[config.mk]
export PLATFORM = sky130hd
export DESIGN_NAME = rx_iq_ingest
export DESIGN_NICKNAME = d
export VERILOG_FILES = /design/src/rtl/rx_ingest_pkg.sv /design/src/rtl/rx_ingest_fifo.sv /design/src/rtl/rx_iq_ingest.sv
export SDC_FILE = /design/constraint.sdc
export NUM_CORES = 2
export LEC_CHECK = 0
export BUFFER_PORTS_ARGS = -buffer_cell sky130_fd_sc_hd__buf_4
export CAP_MARGIN = 20
export CORE_ASPECT_RATIO = 1.75
export CORE_MARGIN = 10
export CORE_UTILIZATION = 60
export CTS_CLUSTER_DIAMETER = 30
export DETAILED_ROUTE_END_ITERATION = 12
export PLACE_DENSITY = 0.77
export SETUP_SLACK_MARGIN = 0.05
export SLEW_MARGIN = 25
export SYNTH_ARGS = -nofsm -noshare
export SYNTH_HDL_FRONTEND = slang
export SYNTH_HIERARCHICAL = 1
export SYNTH_SLANG_ARGS = --single-unit
[constraint.sdc]
create_clock -name i_clk -period 7.3 [get_ports i_clk]
set_input_delay 1.095 -clock i_clk [delete_from_list [all_inputs] [get_ports i_clk]]
set_output_delay 1.095 -clock i_clk [all_outputs]
set_load 0.05 [all_outputs]
[src/rtl/rx_ingest_pkg.sv]
// Shared definitions for the RX I/Q ingest front-end: control bit map,
// sign-extension helper and FIFO entry layout {last, q, i}.
package rx_ingest_pkg;

    localparam int CTRL_EN   = 0;
    localparam int CTRL_CLR  = 1;
    localparam int CTRL_TPAT = 2;

    localparam int ADC_PORT_W = 16;
    localparam int SEXT_MAX_W = 32;

    // Shift the sign bit up to the MSB, then arithmetic-shift back down.
    function automatic logic [SEXT_MAX_W-1:0] sign_extend(
        input logic [SEXT_MAX_W-1:0] x,
        input int                    adc_w
    );
        logic signed [SEXT_MAX_W-1:0] t;
        t = x << (SEXT_MAX_W - adc_w);
        return t >>> (SEXT_MAX_W - adc_w);
    endfunction

    function automatic int entry_width(input int out_w);
        return 2 * out_w + 1;
    endfunction

    function automatic int entry_q_lsb(input int out_w);
        return out_w;
    endfunction

    function automatic int entry_last_bit(input int out_w);
        return 2 * out_w;
    endfunction

endpackage

[src/rtl/rx_ingest_fifo.sv]
// Generic show-ahead synchronous FIFO with occupancy output; when empty the
// read port keeps presenting the most recently popped word.
module rx_ingest_fifo
#(
    parameter int WIDTH = 33,
    parameter int DEPTH = 64
) (
    input  logic                    clk,
    input  logic                    rst,
    input  logic                    wr_en,
    input  logic [WIDTH-1:0]        wr_data,
    input  logic                    rd_en,
    output logic [WIDTH-1:0]        rd_data,
    output logic                    rd_vld,
    output logic [$clog2(DEPTH):0]  fill,
    output logic                    wr_drop
);

    localparam int AW = $clog2(DEPTH);
    localparam int CW = AW + 1;
    localparam logic [CW-1:0] FULL_CNT = DEPTH[CW-1:0];

    logic [WIDTH-1:0] mem [DEPTH];
    logic [AW-1:0]    wr_ptr;
    logic [AW-1:0]    rd_ptr;
    logic [CW-1:0]    count;
    logic [WIDTH-1:0] last_rd;
    logic             empty;
    logic             full;
    logic             push;
    logic             pop;

    assign empty   = (count == '0);
    assign full    = (count == FULL_CNT);
    assign pop     = rd_en && !empty;
    // A pop frees a slot in the same cycle, so a full FIFO can still accept.
    assign push    = wr_en && (!full || pop);
    assign wr_drop = wr_en && full && !pop;

    assign rd_vld  = !empty;
    assign fill    = count;
    assign rd_data = empty ? last_rd : mem[rd_ptr];

    always_ff @(posedge clk) begin
        if (push) begin
            mem[wr_ptr] <= wr_data;
        end
    end

    always_ff @(posedge clk) begin
        if (rst) begin
            wr_ptr  <= '0;
            rd_ptr  <= '0;
            count   <= '0;
            last_rd <= '0;
        end else begin
            if (push) begin
                wr_ptr <= wr_ptr + AW'(1);
            end
            if (pop) begin
                rd_ptr  <= rd_ptr + AW'(1);
                last_rd <= mem[rd_ptr];
            end
            case ({push, pop})
                2'b10:   count <= count + CW'(1);
                2'b01:   count <= count - CW'(1);
                default: count <= count;
            endcase
        end
    end

endmodule

[src/rtl/rx_iq_ingest.sv]
// RX I/Q ingest: strobed ADC capture, sign extension, idle-gap burst framing, FIFO hand-off.
// Defining RX_IQ_INGEST_TESTPAT_EN adds a ramp test pattern selected by i_ctrl[2].
module rx_iq_ingest
    import rx_ingest_pkg::*;
#(
    parameter int ADC_W   = 12,
    parameter int OUT_W   = 16,
    parameter int DEPTH   = 64,
    parameter int GAP_CYC = 64,
    parameter int CNT_W   = 32
) (
    input  logic                   i_clk,
    input  logic                   i_rst,
    input  logic [31:0]            i_ctrl,
    input  logic [ADC_PORT_W-1:0]  i_fromADC_i,
    input  logic [ADC_PORT_W-1:0]  i_fromADC_q,
    input  logic                   i_fromADC_vld,
    output logic [OUT_W-1:0]       o_datarx_i,
    output logic [OUT_W-1:0]       o_datarx_q,
    output logic                   o_datarx_vld,
    output logic                   o_datarx_last,
    input  logic                   i_datarx_rdy,
    output logic [$clog2(DEPTH):0] o_fill,
    output logic                   o_overflow,
    output logic [CNT_W-1:0]       o_sample_cnt,
    output logic [CNT_W-1:0]       o_burst_cnt
);

    localparam int ENTRY_W    = entry_width(OUT_W);
    localparam int Q_LSB      = entry_q_lsb(OUT_W);
    localparam int LAST_BIT   = entry_last_bit(OUT_W);
    localparam int GAP_W      = $clog2(GAP_CYC);
    localparam int GAP_LAST_I = GAP_CYC - 1;
    localparam logic [GAP_W-1:0] GAP_LAST = GAP_LAST_I[GAP_W-1:0];

    logic                  en;
    logic                  clr;
    logic                  accept;
    logic                  expire;
    logic [ADC_PORT_W-1:0] raw_i;
    logic [ADC_PORT_W-1:0] raw_q;
    logic [SEXT_MAX_W-1:0] ext_i_full;
    logic [SEXT_MAX_W-1:0] ext_q_full;
    logic [OUT_W-1:0]      ext_i;
    logic [OUT_W-1:0]      ext_q;
    logic                  hold_full;
    logic [OUT_W-1:0]      hold_i;
    logic [OUT_W-1:0]      hold_q;
    logic [GAP_W-1:0]      gap_cnt;
    logic                  fifo_wr;
    logic [ENTRY_W-1:0]    fifo_wdata;
    logic [ENTRY_W-1:0]    fifo_rdata;
    logic                  fifo_drop;
    logic                  unused_bits;

    assign en     = i_ctrl[CTRL_EN];
    assign clr    = i_ctrl[CTRL_CLR];
    assign accept = en && i_fromADC_vld;
    // A strobe on the expiry cycle wins: the held sample goes out as a mid-burst write.
    assign expire = en && hold_full && !accept && (gap_cnt == GAP_LAST);

`ifdef RX_IQ_INGEST_TESTPAT_EN
    logic             tpat_sel;
    logic [ADC_W-1:0] ramp;
    logic [ADC_W-1:0] ramp_n;

    assign tpat_sel = i_ctrl[CTRL_TPAT];
    assign ramp_n   = ~ramp;

    always_comb begin
        raw_i = i_fromADC_i;
        raw_q = i_fromADC_q;
        if (tpat_sel) begin
            raw_i = ADC_PORT_W'(ramp);
            raw_q = ADC_PORT_W'(ramp_n);
        end
    end

    always_ff @(posedge i_clk) begin
        if (i_rst) begin
            ramp <= '0;
        end else if (accept && tpat_sel) begin
            ramp <= ramp + ADC_W'(1);
        end
    end

    assign unused_bits = ^{i_ctrl[31:3], ext_i_full[SEXT_MAX_W-1:OUT_W],
                           ext_q_full[SEXT_MAX_W-1:OUT_W]};
`else
    assign raw_i = i_fromADC_i;
    assign raw_q = i_fromADC_q;

    assign unused_bits = ^{i_ctrl[31:3], i_ctrl[CTRL_TPAT],
                           ext_i_full[SEXT_MAX_W-1:OUT_W],
                           ext_q_full[SEXT_MAX_W-1:OUT_W]};
`endif

    assign ext_i_full = sign_extend(SEXT_MAX_W'(raw_i), ADC_W);
    assign ext_q_full = sign_extend(SEXT_MAX_W'(raw_q), ADC_W);
    assign ext_i      = ext_i_full[OUT_W-1:0];
    assign ext_q      = ext_q_full[OUT_W-1:0];

    assign fifo_wr    = (accept && hold_full) || expire;
    assign fifo_wdata = {expire, hold_q, hold_i};

    // One-entry hold stage: the newest sample waits here until the next
    // strobe or the idle gap decides whether it ends the burst.
    always_ff @(posedge i_clk) begin
        if (i_rst) begin
            hold_full <= 1'b0;
            hold_i    <= '0;
            hold_q    <= '0;
        end else if (accept) begin
            hold_full <= 1'b1;
            hold_i    <= ext_i;
            hold_q    <= ext_q;
        end else if (expire) begin
            hold_full <= 1'b0;
        end
    end

    always_ff @(posedge i_clk) begin
        if (i_rst) begin
            gap_cnt <= '0;
        end else if (accept || expire) begin
            gap_cnt <= '0;
        end else if (en && hold_full) begin
            gap_cnt <= gap_cnt + GAP_W'(1);
        end
    end

    // Status registers; a clear pulse overrides any simultaneous update.
    always_ff @(posedge i_clk) begin
        if (i_rst || clr) begin
            o_overflow   <= 1'b0;
            o_sample_cnt <= '0;
            o_burst_cnt  <= '0;
        end else begin
            if (fifo_drop) begin
                o_overflow <= 1'b1;
            end
            if (accept) begin
                o_sample_cnt <= o_sample_cnt + CNT_W'(1);
            end
            if (expire) begin
                o_burst_cnt <= o_burst_cnt + CNT_W'(1);
            end
        end
    end

    rx_ingest_fifo #(
        .WIDTH (ENTRY_W),
        .DEPTH (DEPTH)
    ) u_fifo (
        .clk     (i_clk),
        .rst     (i_rst),
        .wr_en   (fifo_wr),
        .wr_data (fifo_wdata),
        .rd_en   (i_datarx_rdy),
        .rd_data (fifo_rdata),
        .rd_vld  (o_datarx_vld),
        .fill    (o_fill),
        .wr_drop (fifo_drop)
    );

    assign o_datarx_i    = fifo_rdata[OUT_W-1:0];
    assign o_datarx_q    = fifo_rdata[Q_LSB +: OUT_W];
    assign o_datarx_last = o_datarx_vld && fifo_rdata[LAST_BIT];

endmodule

==> summary.txt <==
Drt
  • Average via count per standard cell: 6.60
  • Post-detailed-routing wire length: 226 mm
  • TritonRoute pass-1 iters: 6
  • Via count: 50,090
  • Number of nets with antenna violations after routing: 0
  • Iteration-0 DRC Markers: 5,449
  • Routed length per placed instance: 29.8 um
  • Number of design rule violations left after detail routing: 0

Timing
  • Number of setup violations in the final report: 0
  • Pins Over Slew Limit: 0
  • Summed negative setup slack over all endpoints: 0 ps
  • Smallest hold slack: 439 ps
  • Worst slew pin tran: 1100 ps
  • Final critical-path required period: 6040 ps
  • Max frequency: 0.166 GHz
  • Fraction of the cycle the final worst path needs: 82.7%
  • Clock skew: 82.3 ps
  • Final count of hold timing violations: 0
  • Unrepaired setup endpoints after global routing: false
  • Max transition margin: 26.6%

Yosys
  • Instance count of the mapped netlist: 5,243
  • Yosys cell types: 68
  • Count of flip-flops with a built-in enable after synthesis: 2,112
  • Fraction of registers with async set or reset after synthesis: 0%
  • Fraction of post-synthesis cell area in the top cell type by area: 71.6%
  • Mean area per synthesized cell: 16.9 sq um
  • Main synth FF type: sky130_fd_sc_hd__edfxtp_1
  • Sequential share of the synthesized area: 75.1%
  • Number of synthesized register bits: 2,266
  • Main area contributors after synthesis: sky130_fd_sc_hd__edfxtp_1 72%, sky130_fd_sc_hd__mux2i_1 11%, sky130_fd_sc_hd__dfxtp_1 3.5%
  • Post-synthesis instance area: 88,500 sq um
  • Yosys warning total: 6
  • Top cell type by total area after synthesis: sky130_fd_sc_hd__edfxtp_1
  • Post-Synthesis Net Count: 5,317

Clock tree
  • CTS Root Cell: sky130_fd_sc_hd__clkbuf_16
  • Number of sinks on the clock net: 2,266
  • Clock transition time at the flip-flop clock pins of the worst setup and hold paths: 60 ps
  • Clock latency at the later pin of the worst-skew pair: 920 ps
  • Number of cells upsized or downsized after cts: 0
  • TritonCTS clock tree: built
  • Maximum buffer depth of the clock tree: 4
  • # Post-CTS Setup Buffers: 0
  • H-tree depth: 5
  • Cts bufs inserted: 279
  • Post-CTS Hold Buffers: 0

Global route
  • Number of antenna violations at the first check in global routing: 5
  • Largest net degree at the start of global routing: 188
  • Global-route wire length before repair: 330 mm
  • Aggregate global routing overflow: 0
  • Vias in the first global route: 50,987
  • Tot GR Track Use: 27.5%

Critical path
  • Worst path required time: 6200 ps
  • Arrival time of data at the critical path endpoint: 4940 ps
  • Startpoint-to-endpoint class of the critical path: reg -> out
  • Largest fanout on the critical path: 34
  • Critical path endpoint category: output pin
  • Startpoint kind of the worst setup timing path: register
  • Depth of the most critical reg-to-reg path: 10

Pwr
  • Power Dens Cells: 315 nW/um^2
  • Worst-case vdd ir drop: 0.478 mV
  • Leak pwr: 0.0325 uW

Die
  • Starting density of the core: 60.4%
  • Die area: 164,000 sq um
  • Die Span X: 310 um
  • Boundary pin count: 174
  • Row Count: 186
  • Chip Height: 528 um
  • Core area: 147,000 sq um

Layout
  • Commonest cells after routing, fill and taps aside: 2,112 x sky130_fd_sc_hd__edfxtp_1, 935 x sky130_fd_sc_hd__mux2i_1, 305 x sky130_fd_sc_hd__nand2_1, 284 x sky130_fd_sc_hd__clkbuf_16, 274 x sky130_fd_sc_hd__buf_4
  • Nets@finish: 5,587
  • Post-layout instance count excluding filler cells: 7,595
  • Leading cell type in the layout, fill and taps excluded: sky130_fd_sc_hd__edfxtp_1
  • Post-synthesis to final-layout area growth: 14.6%
  • Post-route cell area: 101,000 sq um
  • Share of final-layout standard cells stronger than drive strength 1: 16.6%
  • Fillers: 8,994
  • Utilization after layout: 69.2%

Place
  • Detailed Place HPWL: 130 mm
  • Final weighted congestion in routability-driven placement: 0.842
  • Dpl cell area: 92,300 sq um
  • Count of input and output buffers: 135
  • Placed Instances: 7,108

Hold path
  • Number of stages on the worst hold path: 3
  • Path category of the worst min-delay check: in -> reg

Status
  • Run status: finished, final reports clean

Flow run
  • MaxCap Viol Count: 0
==> Yosys cell counts, drive strengths merged, types with 27 or more instances <==
master  number
mux4        66
nor3        40
a21oi      129
or3         27
clkbuf     111
o41ai       29
a22oi      181
dfxtp      154
buf        194
nand2      306
mux2i      935
nor2       235
or4         50
o31ai       28
o22ai      196
nand4       55
edfxtp    2112
o21ai      106
nand3       95
==> area by class of cell <==
class | count | area [sq um] | area share, %
sequential | 2266 | 66600 | 65.6
multi-input combinational | 2659 | 21000 | 20.7
clock buffer | 308 | 7220 | 7.11
timing repair buffer | 294 | 2480 | 2.45
tap | 1880 | 2350 | 2.32
clock inverter | 172 | 1780 | 1.76
inverter | 13 | 48.8 | 0.0481
antenna | 3 | 7.51 | 0.00740
==> power by group <==
part	internal [uW]	switching (uW)
combinational	1240	2880
sequential	14300	230
clock	7890	5420
total	23400	8530
==> metrics by stage <==
| stage | setup WS [ps] | power [uW] |
|---|---|---|
| global placement | 2080 | 18800 |
| detailed placement | 2270 | 18900 |
| finish | 1260 | 31900 |
| global route | 1100 | 32800 |
| floorplan | 1280 | 17400 |
| CTS | 1290 | 32000 |
==> worst max-delay path: stages, from the launching register on <==
cell                       delay, ps
sky130_fd_sc_hd__dfxtp_4         770
sky130_fd_sc_hd__buf_4           480
sky130_fd_sc_hd__nand2b_2        560
sky130_fd_sc_hd__buf_4           500
sky130_fd_sc_hd__o22ai_1         170
sky130_fd_sc_hd__o41ai_1         820
sky130_fd_sc_hd__o21ai_0         380
sky130_fd_sc_hd__buf_4           300
==> logic make-up after synthesis <==
kind of cell             count (synthesis)  share of synthesized area [%]
multiplexers                          1011                           12.4
adder cells (fa/ha/maj)                  6                         0.0848
AND/OR/NAND/NOR                        888                           4.79
buffers and inverters                  318                           1.88
AO/OA/AOI/OAI                          718                           5.39
flip-flops                            2266                           75.1
XOR/XNOR                                36                          0.356
==> final timing paths <==
kind,start,to,slack [ps]
setup / recovery,register,o_datarx_q[4],1260
hold / removal,i_fromADC_i[4],hold_i[4],440
setup reg to reg,gap_cnt[0],u_fifo/mem[35][14],2870
hold reg to reg,u_fifo/last_rd[5],u_fifo/last_rd[5],450
==> state kept, by name, summed over array words and instances (netlist names), named ones only <==
register	cells
gap_cnt	6
hold_full	1
hold_i	12
hold_q	12
o_burst_cnt	32
o_overflow	1
o_sample_cnt	32
u_fifo/fill	7
u_fifo/last_rd	33
u_fifo/mem	2112
u_fifo/rd_ptr	6
u_fifo/wr_ptr	6
==> layer usage <==
metal  vias to the layer above  GRT usage (%)  wire length [um]
met4                         2           15.2             13700
met5                         -              0                13
met1                     25263           32.5             77100
li1                      21338              -                 -
met3                       695           5.49             20400
met2                      2792           46.9            115000
Power figures use the tool's default switching activity.
